File: src/rtl/uart_pkg.sv
// rtl/uart_pkg.sv - shared frame-state type and parameter limits for the UART core
package uart_pkg;

    typedef enum logic [2:0] {
        IDLE,
        START,
        DATA,
        PARITY,
        STOP
    } frame_state_t;

    localparam int DBITS_MIN = 5;
    localparam int DBITS_MAX = 8;
    localparam int OVS_MIN   = 4;
    localparam int IDX_W     = $clog2(DBITS_MAX);

endpackage

File: src/rtl/uart_sync_fifo.sv
// rtl/uart_sync_fifo.sv - first-word-fall-through synchronous FIFO with wrap-bit pointers
module uart_sync_fifo #(
    parameter int W     = 8,
    parameter int DEPTH = 16
) (
    input  logic         clk,
    input  logic         rstn,
    input  logic         push,
    input  logic         pop,
    input  logic [W-1:0] wdata,
    output logic [W-1:0] rdata,
    output logic         full,
    output logic         empty
);

    localparam int AW = $clog2(DEPTH);

    logic [W-1:0] r_mem [DEPTH];
    logic [AW:0]  r_wr_ptr;
    logic [AW:0]  r_rd_ptr;
    logic         w_do_push;
    logic         w_do_pop;

    assign empty     = (r_wr_ptr == r_rd_ptr);
    assign full      = (r_wr_ptr[AW] != r_rd_ptr[AW]) &&
                       (r_wr_ptr[AW-1:0] == r_rd_ptr[AW-1:0]);
    assign w_do_pop  = pop && !empty;
    // A pop frees the slot being written, so a full FIFO still accepts a concurrent push.
    assign w_do_push = push && (!full || w_do_pop);
    assign rdata     = r_mem[r_rd_ptr[AW-1:0]];

    always_ff @(posedge clk or negedge rstn) begin
        if (!rstn) begin
            r_wr_ptr <= '0;
            r_rd_ptr <= '0;
            for (int i = 0; i < DEPTH; i++) begin
                r_mem[i] <= '0;
            end
        end else begin
            if (w_do_push) begin
                r_mem[r_wr_ptr[AW-1:0]] <= wdata;
                r_wr_ptr                <= r_wr_ptr + (AW+1)'(1);
            end
            if (w_do_pop) begin
                r_rd_ptr <= r_rd_ptr + (AW+1)'(1);
            end
        end
    end

endmodule

File: src/rtl/uart_core_cfg.sv
// rtl/uart_core_cfg.sv - parametrised full-duplex UART with runtime baud, parity and stop config
module uart_core_cfg
    import uart_pkg::*;
#(
    parameter int DBITS      = 8,
    parameter int FIFO_DEPTH = 16,
    parameter int OVS        = 16,
    parameter int DIV_W      = 16
) (
    input  logic             clk,
    input  logic             rstn,
    input  logic [DIV_W-1:0] divisor,
    input  logic             parity_en,
    input  logic             parity_odd,
    input  logic             stop2,
    input  logic             wr_en,
    input  logic [DBITS-1:0] wdata,
    input  logic             rd_en,
    output logic [DBITS-1:0] rdata,
    input  logic             rx,
    output logic             tx,
    output logic             tx_full,
    output logic             rx_empty,
    output logic             tx_busy,
    input  logic             err_clr,
    output logic             rx_frame_err,
    output logic             rx_par_err,
    output logic             rx_overrun
);

    localparam int TCW = $clog2(2*OVS);
    localparam int RCW = $clog2(OVS);

    logic [DIV_W-1:0] r_div;
    logic [DIV_W-1:0] r_baud_cnt;
    logic [DIV_W-1:0] w_div_eff;
    logic             w_tick;

    assign w_div_eff = (divisor == '0) ? DIV_W'(1) : divisor;
    assign w_tick    = (r_baud_cnt == r_div - DIV_W'(1));

    // Divisor is captured only at the wrap so a change never truncates a tick in flight.
    always_ff @(posedge clk or negedge rstn) begin
        if (!rstn) begin
            r_baud_cnt <= '0;
            r_div      <= DIV_W'(1);
        end else if (w_tick) begin
            r_baud_cnt <= '0;
            r_div      <= w_div_eff;
        end else begin
            r_baud_cnt <= r_baud_cnt + DIV_W'(1);
        end
    end

    frame_state_t     r_tx_state;
    logic [TCW-1:0]   r_tx_cnt;
    logic [IDX_W-1:0] r_tx_idx;
    logic [DBITS-1:0] r_tx_shift;
    logic             r_tx_par_en;
    logic             r_tx_stop2;
    logic             r_tx_par;
    logic             r_tx;
    logic [TCW-1:0]   w_tx_last;
    logic             w_tx_bit_end;
    logic             w_txf_pop;
    logic             w_txf_empty;
    logic [DBITS-1:0] w_txf_rdata;

    assign w_tx_last    = (r_tx_state == STOP && r_tx_stop2) ? TCW'(2*OVS-1) : TCW'(OVS-1);
    assign w_tx_bit_end = w_tick && (r_tx_cnt == w_tx_last);
    assign w_txf_pop    = w_tick && !w_txf_empty &&
                          ((r_tx_state == IDLE) || (r_tx_state == STOP && w_tx_bit_end));
    assign tx           = r_tx;
    assign tx_busy      = (r_tx_state != IDLE) || !w_txf_empty;

    always_ff @(posedge clk or negedge rstn) begin
        if (!rstn) begin
            r_tx_state  <= IDLE;
            r_tx_cnt    <= '0;
            r_tx_idx    <= '0;
            r_tx_shift  <= '0;
            r_tx_par_en <= 1'b0;
            r_tx_stop2  <= 1'b0;
            r_tx_par    <= 1'b0;
            r_tx        <= 1'b1;
        end else if (w_txf_pop) begin
            r_tx_state  <= START;
            r_tx_cnt    <= '0;
            r_tx_shift  <= w_txf_rdata;
            r_tx_par    <= (^w_txf_rdata) ^ parity_odd;
            r_tx_par_en <= parity_en;
            r_tx_stop2  <= stop2;
            r_tx        <= 1'b0;
        end else if (r_tx_state != IDLE && w_tick) begin
            if (!w_tx_bit_end) begin
                r_tx_cnt <= r_tx_cnt + TCW'(1);
            end else begin
                r_tx_cnt <= '0;
                case (r_tx_state)
                    START: begin
                        r_tx_state <= DATA;
                        r_tx_idx   <= '0;
                        r_tx       <= r_tx_shift[0];
                    end
                    DATA: begin
                        if (r_tx_idx == IDX_W'(DBITS-1)) begin
                            r_tx_state <= r_tx_par_en ? PARITY : STOP;
                            r_tx       <= r_tx_par_en ? r_tx_par : 1'b1;
                        end else begin
                            r_tx_idx   <= r_tx_idx + IDX_W'(1);
                            r_tx       <= r_tx_shift[1];
                            r_tx_shift <= r_tx_shift >> 1;
                        end
                    end
                    PARITY: begin
                        r_tx_state <= STOP;
                        r_tx       <= 1'b1;
                    end
                    default: begin
                        r_tx_state <= IDLE;
                        r_tx       <= 1'b1;
                    end
                endcase
            end
        end
    end

    frame_state_t     r_rx_state;
    logic             r_rx_s1;
    logic             r_rx_s2;
    logic [RCW-1:0]   r_rx_cnt;
    logic [IDX_W-1:0] r_rx_idx;
    logic [DBITS-1:0] r_rx_shift;
    logic             r_rx_par_en;
    logic             r_rx_par_odd;
    logic             r_rx_par_bit;
    logic             r_rx_stop_bit;
    logic             r_rx_done;
    logic             r_rx_brk;
    logic             r_rx_brk_hi;
    logic             w_rx_sample;

    assign w_rx_sample = w_tick &&
        (r_rx_cnt == ((r_rx_state == START) ? RCW'(OVS/2-1) : RCW'(OVS-1)));

    always_ff @(posedge clk or negedge rstn) begin
        if (!rstn) begin
            r_rx_s1       <= 1'b1;
            r_rx_s2       <= 1'b1;
            r_rx_state    <= IDLE;
            r_rx_cnt      <= '0;
            r_rx_idx      <= '0;
            r_rx_shift    <= '0;
            r_rx_par_en   <= 1'b0;
            r_rx_par_odd  <= 1'b0;
            r_rx_par_bit  <= 1'b0;
            r_rx_stop_bit <= 1'b1;
            r_rx_done     <= 1'b0;
            r_rx_brk      <= 1'b0;
            r_rx_brk_hi   <= 1'b0;
        end else begin
            r_rx_s1   <= rx;
            r_rx_s2   <= r_rx_s1;
            r_rx_done <= 1'b0;
            case (r_rx_state)
                IDLE: begin
                    // After a framing error the line must sit high across a whole tick before re-arming.
                    if (r_rx_brk) begin
                        if (!r_rx_s2) begin
                            r_rx_brk_hi <= 1'b0;
                        end else if (w_tick) begin
                            if (r_rx_brk_hi) r_rx_brk <= 1'b0;
                            r_rx_brk_hi <= 1'b1;
                        end
                    end else if (!r_rx_s2) begin
                        r_rx_state   <= START;
                        r_rx_cnt     <= '0;
                        r_rx_par_en  <= parity_en;
                        r_rx_par_odd <= parity_odd;
                    end
                end
                default: begin
                    if (w_tick && !w_rx_sample) begin
                        r_rx_cnt <= r_rx_cnt + RCW'(1);
                    end else if (w_rx_sample) begin
                        r_rx_cnt <= '0;
                        case (r_rx_state)
                            START: begin
                                r_rx_state <= r_rx_s2 ? IDLE : DATA;
                                r_rx_idx   <= '0;
                            end
                            DATA: begin
                                r_rx_shift <= {r_rx_s2, r_rx_shift[DBITS-1:1]};
                                if (r_rx_idx == IDX_W'(DBITS-1)) begin
                                    r_rx_state <= r_rx_par_en ? PARITY : STOP;
                                end else begin
                                    r_rx_idx <= r_rx_idx + IDX_W'(1);
                                end
                            end
                            PARITY: begin
                                r_rx_par_bit <= r_rx_s2;
                                r_rx_state   <= STOP;
                            end
                            default: begin
                                r_rx_stop_bit <= r_rx_s2;
                                r_rx_done     <= 1'b1;
                                r_rx_state    <= IDLE;
                                r_rx_brk      <= !r_rx_s2;
                                r_rx_brk_hi   <= 1'b0;
                            end
                        endcase
                    end
                end
            endcase
        end
    end

    logic w_par_bad;
    logic w_rxf_full;
    logic w_rxf_push;
    logic w_frame_ok;

    assign w_par_bad  = r_rx_par_en && (r_rx_par_bit != ((^r_rx_shift) ^ r_rx_par_odd));
    assign w_frame_ok = r_rx_done && r_rx_stop_bit && !w_par_bad;
    assign w_rxf_push = w_frame_ok && !w_rxf_full;

    always_ff @(posedge clk or negedge rstn) begin
        if (!rstn) begin
            rx_frame_err <= 1'b0;
            rx_par_err   <= 1'b0;
            rx_overrun   <= 1'b0;
        end else if (err_clr) begin
            rx_frame_err <= 1'b0;
            rx_par_err   <= 1'b0;
            rx_overrun   <= 1'b0;
        end else begin
            if (r_rx_done && !r_rx_stop_bit)               rx_frame_err <= 1'b1;
            if (r_rx_done && r_rx_stop_bit && w_par_bad)   rx_par_err   <= 1'b1;
            if (w_frame_ok && w_rxf_full)                  rx_overrun   <= 1'b1;
        end
    end

    uart_sync_fifo #(.W(DBITS), .DEPTH(FIFO_DEPTH)) u_tx_fifo (
        .clk   (clk),
        .rstn  (rstn),
        .push  (wr_en),
        .pop   (w_txf_pop),
        .wdata (wdata),
        .rdata (w_txf_rdata),
        .full  (tx_full),
        .empty (w_txf_empty)
    );

    uart_sync_fifo #(.W(DBITS), .DEPTH(FIFO_DEPTH)) u_rx_fifo (
        .clk   (clk),
        .rstn  (rstn),
        .push  (w_rxf_push),
        .pop   (rd_en),
        .wdata (r_rx_shift),
        .rdata (rdata),
        .full  (w_rxf_full),
        .empty (rx_empty)
    );

endmodule

File: config.mk
export PLATFORM = sky130hd
export DESIGN_NAME = uart_core_cfg
export DESIGN_NICKNAME = d
export VERILOG_FILES = /design/src/rtl/uart_pkg.sv /design/src/rtl/uart_sync_fifo.sv /design/src/rtl/uart_core_cfg.sv
export SDC_FILE = /design/constraint.sdc
export NUM_CORES = 1
export LEC_CHECK = 0
export ABC_AREA = 0
export CORE_AREA = 2 2 176 178
export DETAILED_ROUTE_END_ITERATION = 10
export DIE_AREA = 0 0 178 180
export PLACE_DENSITY = 0.81
export SYNTH_ARGS = -nofsm -noshare
export SYNTH_HDL_FRONTEND = slang
export SYNTH_SLANG_ARGS = --single-unit
File: constraint.sdc
create_clock -name clk -period 5 [get_ports clk]
set_clock_uncertainty 0.1 [all_clocks]
set_input_delay 1 -clock clk [delete_from_list [all_inputs] [get_ports clk]]
set_output_delay 1 -clock clk [all_outputs]
set_load 0.005 [all_outputs]
* Word-level counts from Yosys, hierarchy flattened *
Index checks and enable logic that the tools add are counted.
W data, S select, Z words.

word-level totals
  register bits after elaboration = 361
  bits of input ports = 33
  output and inout bits = 15
  logic and storage cells = 264

operators by class
  $lt $le $gt $ge = 6
  reduce and logical (&&, ||, !) cells = 65
  $add $sub $neg = 10
  mux-type cells = 79
  bitwise logic cells = 12
  equal/unequal tests = 30

operator list
  cell                     number
  $bwmux W128              2
  $mux W8                  11
  $bmux W8 S4              2
  $demux W8 S4             2
  $mux W3                  14
  $mux W16                 2
  $mux W1                  30
  $add A5 B1 Y5 const B    5
  $mux W4                  6
  $logic_and A1 B1 Y1      23
  $ge A5 B5 Y1 const B     4
  $mux W5                  4
  $not A4 Y5               4
  $reduce_and A5 Y1        4
  $pmux W3 S3              2
  $reduce_bool A2 Y1       9
  $add A16 B1 Y16 const B  1
  $eq A16 B16 Y1           1
  $logic_not A16 Y1        1
  $reduce_and A4 Y1        4
  $reduce_xor A8 Y1        2
  $sub A16 B1 Y16 const B  1
  $eq A5 B5 Y1             3
  $eq A3 B2 Y1 const B     4
  23 further kinds         61

* Longest topological paths before layout *
  depth in word-level cells = 11
  mapped depth = 12
  mapped depth without buffers = 10

* Cells and area by module *
From an unflattened synthesis, not the netlist that was laid out.

second synthesis, totals
  cells, all modules = 1386
  area, all modules = 18382.6 µm²

modules (own cells, without submodules)
  module                      cells each  seq. area each (µm²)  instances  area each (µm²)
  uart_sync_fifo (u_rx_fifo)  456         3453.3                1          6994.2
  uart_sync_fifo (u_tx_fifo)  430         3453.3                1          6488.7
  uart_core_cfg               500         2133.3                1          4899.7

* Worst setup path before layout *
No wires, ideal clock.

  path type = register -> register
  start = register r_div[8]
  end = register u_tx_fifo.r_mem[111] (netlist bit)
  library setup time = 0.128 ns
  arrival time = 3.318 ns
  cell stages (with the launch flop) = 11
  setup slack = 1.454 ns
  cells stage by stage = dfrtp_1 > buf_6 > or4_4 > or3_4 > a2111oi_4 > o32ai_1 > or4_1 > buf_2 > o21ai_4 > nand4_4 > mux2_1

on the way
  cells in the longest elaborated chain, start to end = 9

RTL lines
  element                          RTL line              source
  from (decl)                      uart_core_cfg.sv:34   logic [DIV_W-1:0] r_div;
  from (signal assigned)           uart_core_cfg.sv:49   r_div <= w_div_eff;
  $sub A16 B1 Y16 *                uart_core_cfg.sv:40   assign w_tick = (r_baud_cnt == r_div - DIV_W'(1));
  $eq A16 B16 Y1 *                 uart_core_cfg.sv:40
  $logic_and A1 B1 Y1              uart_core_cfg.sv:70   assign w_tx_bit_end = w_tick && (r_tx_cnt == w_tx_last);
  $logic_and A1 B1 Y1              uart_core_cfg.sv:72   ((r_tx_state == IDLE) || (r_tx_state == STOP && w_tx_bit_end));
  $logic_or A1 B1 Y1               uart_core_cfg.sv:72
  $logic_and A1 B1 Y1 *            uart_core_cfg.sv:71   assign w_txf_pop = w_tick && !w_txf_empty &&
  $logic_and A1 B1 Y1 *            uart_sync_fifo.sv:27  assign w_do_pop = pop && !empty;
  $logic_or A1 B1 Y1 *             uart_sync_fifo.sv:29  assign w_do_push = push && (!full || w_do_pop);
  $logic_and A1 B1 Y1 *            uart_sync_fifo.sv:29
  to (signal, indexed assignment)  uart_sync_fifo.sv:41  r_mem[r_wr_ptr[AW-1:0]] <= wdata;
  to (decl)                        uart_sync_fifo.sv:18  logic [W-1:0] r_mem [DEPTH];

Every way passes the cells marked *; elsewhere a longest branch is shown, timed or not.
A chain may end at the register's enable or synchronous reset.

* Worst setup path in the final report *
  start = register u_rx_fifo.r_rd_ptr[0]
  end = output port rdata[2]

on the way
  cells in the longest elaborated chain, start to end = 4

RTL lines
  element                                      RTL line              source
  from (decl)                                  uart_sync_fifo.sv:20  logic [AW:0] r_rd_ptr;
  from (signal assigned)                       uart_sync_fifo.sv:45  r_rd_ptr <= r_rd_ptr + (AW+1)'(1);
  $not A4 Y5 (implied by the code)             uart_sync_fifo.sv:30  assign rdata = r_mem[r_rd_ptr[AW-1:0]];
  $bmux W8 S4                                  uart_sync_fifo.sv:30
  $mux W8 (implied by the code) (2 in series)  uart_sync_fifo.sv:30
  to (decl)                                    uart_core_cfg.sv:19   output logic [DBITS-1:0] rdata,

No other way between the ends. The select of a mux whose other input is x is not followed.

==> impl.org <==
** Synthesis
- Yosys warning total :: 0
- Cell taking the most area after synthesis :: dfrtp_1
- By area the synthesized netlist is led by dfrtp_1 51%, mux2_2 19%, mux4_2 8.7%.
- In this run, distinct cell masters in the synthesized netlist total 71.
- Area share of the largest cell type after synthesis :: 0.509
- Syn Std Cell Area :: 0.0175 sq mm
- Most instantiated cells after synthesis :: 356 x dfrtp_1, 289 x mux2_2, 68 x mux4_2
- For this run, the leading register cell type out of synthesis is dfrtp_1.
- Cell count after synthesis :: 1281
- Post-Synthesis Net Count :: 1332
- Of all flip-flops after synthesis, the portion carrying an async set or reset was 1.00.
- Count of flip-flops with a built-in enable after synthesis :: 0
- Mean instance size in the synthesized netlist :: 13.7 sq um
- Most frequently used cell type in the post-synthesis netlist :: dfrtp_1
- Register area share after synthesis :: 0.516
- Counting flops and latches in the post-synthesis netlist gives 361.

** STA
- Least-Margin Pin Slew :: 1090 ps
- Setup repair after global routing missed its margin :: false
- Hold is met by 278 ps.
- Setup total negative slack on the finished layout was measured at 0 ps.
- After layout, the minimum clock period comes to 4350 ps.
- Final period util :: 0.870
- Final critical-path setup slack :: 651 ps
- The number of failing hold endpoints at the final stage came to 0.
- Maximum clock frequency :: 230 MHz
- Count of final setup violators :: 0
- The max-slew violation count was 0.
- Max_slew headroom :: 0.270

** Global route
- Pin count of the biggest net entering global routing :: 130
- Initial antenna violation count :: 0
- Global router's overall resource usage :: 0.242
- The via count of the first global-routing pass was 11322.
- Total global routing overflow :: 0
- The first global-routing pass estimated 61400 um of wire.

** Place
- The congestion estimate from routability-driven global placement came to 0.854.
- Summed over all nets, the half-perimeter wirelength after detailed placement is 23900 um.
- Pre-CTS setup slack :: 916 ps
- Post-Place Cells :: 1660
- The count of buffers added on input and output ports is 47.

** Critical path
- Maximum cell stage delay along the critical path :: 820 ps
- The signal on the critical path passes through buf_4 -> mux4_2 -> mux4_2 -> clkdlybuf4s50_1.
- Cell at the slowest stage of the critical path :: dfrtp_2
- Req. time, crit path :: 3900 ps
- Most frequent cell on the critical path :: mux4_2
- Crit path launch type :: register
- Sort of element at the end of the critical path :: primary output
- Of all nets on the critical path, the largest fanout is 20.
- Category of the critical setup timing path :: register to primary output
- The worst register-to-register path begins at r_div[8].
- Worst endpoint data arrival time :: 3250 ps
- Critical path startpoint :: u_rx_fifo.r_rd_ptr[0]

** Cells and area
- Synth-to-Final Area Change :: 11.9%
- # fillers :: 2073
- Count of non-filler cells in the finished layout :: 1731
- Number of nets in the final layout :: 1356
- In the final layout, the share of cells above drive strength 1 is 0.350.
- The repair_antennas step left the layout with diodes totalling 0.

** Clock tree
- In this run, post-CTS hold repair placed 0 buffers.
- CTS built an H-tree with a depth of 2.
- Number of clock sinks :: 361
- Number of buffers created by CTS :: 39
- CTS tree :: yes
- The clock passes through at most 3 buffers.
- Once the clock tree was built, the setup fixing pass inserted 0 buffers.
- In this run the clock root is driven by a clkbuf_16.
- For the worst-skew pair, the clock arrives at the later sink with an insertion delay of 540 ps.
- Clock-pin slew on the worst setup and hold paths :: 60 ps
- Quantity of gates resized following cts :: 0

** Flow run
- The tool flagged a number of max-cap violations equal to 0.

** Pwr
- Portion of total power attributed to the clock network :: 0.356
- The share of total power dissipated in combinational logic is 0.175.
- VDD IR-drop max :: 0.263 mV
- Switching Power :: 2.08 mW
- Summed over all cells, the static leakage comes to 8.65 nW.
- Power density over cell area :: 409 mW/mm^2
- Of the total power, the share spent switching nets is 0.259.
- Internal power comes to 5.94 mW.
- Relative contribution of sequential cells to total power :: 0.468

** Drt
- Per-cell via count in the routed design :: 6.21
- Detailed-route via count :: 10751
- In the routed design, unresolved DRC markers number 0.
- Dividing the detail-routed wire length by the instance count gives 21.6 um.
- The first TritonRoute pass finished after 5 iterations.
- Antenna Violating Nets Remaining :: 0
- Detailed-route wire length :: 37400 um
- DRC marker count from the first detailed-route iteration :: 715

** Die
- I/O pins :: 48
- The initial utilization of the core area, before any placement, comes to 0.580.
- The floorplan step defined a core boundary enclosing 0.0302 sq mm.
- In this run the horizontal extent of the chip is 178 um.
- Y dimension of the die :: 180 um
- Full die area :: 0.0320 sq mm
- Num rows :: 64

** Min path
- Hold/Removal Path Class :: register to register
- The startpoint identified for the worst hold timing path is r_rx_s1.

** Status
- The run finished with clean final reports.
[flip-flops by register name, summed over array words and instances (netlist names), 4 cells and up]
signal	count
r_div	16
r_baud_cnt	16
r_rx_shift	8
u_rx_fifo.r_rd_ptr	5
u_rx_fifo.r_wr_ptr	5
u_tx_fifo.r_wr_ptr	5
r_tx_cnt	5
u_tx_fifo.r_rd_ptr	5
u_tx_fifo.r_mem	128
r_rx_cnt	4
u_rx_fifo.r_mem	128
r_tx_shift	8
[per-stage QoR]
| step | instance area (sq um) | util | total power, mW |
|---|---|---|---|
| floorplan | 17500 | - | 4.77 |
| global placement | 18300 | 0.607 | 5.09 |
| detailed placement | 18300 | 0.607 | 5.18 |
| CTS | 19600 | 0.649 | 8.07 |
| global route | 19600 | 0.649 | 8.37 |
| finish | 19600 | 0.649 | 8.02 |
[power by group through the flow]
stage / clock (mW) / sequential (mW) / combinational, mW
floorplan: 0 / 3.67 / 1.10
global placement: 0 / 3.75 / 1.34
detailed placement: 0 / 3.79 / 1.40
CTS: 2.91 / 3.75 / 1.42
global route: 3.03 / 3.81 / 1.52
finish: 2.86 / 3.76 / 1.41
[worst max-delay path: cells and delay by family (launching register included)]
| kind | cells | cell delay [ps] |
|---|---|---|
| flip-flops | 1 | 820 |
| buffers and inverters | 2 | 830 |
| multiplexers | 2 | 1060 |
[path summary, 6_finish.rpt]
| kind | cells past startpoint | end | slack, ps |
|---|---|---|---|
| max in group asynchronous | 2 | u_rx_fifo.r_rd_ptr[0] | 3220 |
| worst min-delay path | 0 | r_rx_s2 | 280 |
| worst max register to register | 8 | u_tx_fifo.r_mem[119] | 900 |
| min in group asynchronous | 1 | r_div[13] | 460 |
| worst min register to register | 0 | r_rx_s2 | 280 |
| worst max-delay path | 4 | rdata[2] | 650 |
[placed cells by master, fill, tap and decap left out, types with 5 or more instances in the layout]
master	Yosys	routed
a21oi_1	11	11
mux2_2	289	289
and2_1	6	6
clkdlybuf4s50_1	0	46
dfstp_2	5	5
and3_1	11	11
clkinv_2	0	5
nor4_1	8	8
o221ai_1	5	5
nor2b_1	8	8
o21ai_0	23	23
nor2_1	52	52
nand3_1	44	44
inv_1	15	15
nand4_1	12	12
dfrtp_1	356	353
xnor2_1	49	49
a31oi_1	8	8
mux2i_1	14	14
nor3_1	20	20
clkbuf_1	57	12
clkbuf_16	0	39
xor2_1	26	26
ha_1	18	18
clkbuf_8	0	8
nand2b_1	6	6
buf_4	1	14
nor3b_4	6	6
nand2_1	57	57
or3_1	5	5
mux4_2	68	68
[kinds of logic (layout without fill, tap and decap cells)]
family / count (synthesis) / after routing / share of synthesized area
buffers and inverters: 95 / 149 / 0.0213
xor gates and xnor gates: 77 / 77 / 0.0401
and+or+nand+nor: 268 / 268 / 0.0902
DFF: 361 / 361 / 0.516
muxes: 375 / 375 / 0.284
adders and majority gates: 18 / 18 / 0.0129
AOI/OAI and AO/OA: 87 / 87 / 0.0356
[routing by layer]
layer  up-vias  track usage  wire, um  part of all wire
met5         -            0         0                 0
met2       307        0.381     17800              0.48
met1      5609        0.346     16400              0.44
met4         0       0.0800      1180             0.032
met3        83       0.0423      1960             0.052
li1       4752            -         -                 -
[area by class of cell]
class	count	area, sq um	area share
Multi-Input combinational cell	825	8100	0.413
Sequential cell	361	9040	0.461
Tap cell	396	495	0.0253
Clock buffer	59	1130	0.0577
Inverter	15	56.3	0.00287
Timing Repair Buffer	63	621	0.0317
Clock inverter	12	155	0.00791
Note: power is estimated with default switching activity, not from simulation.
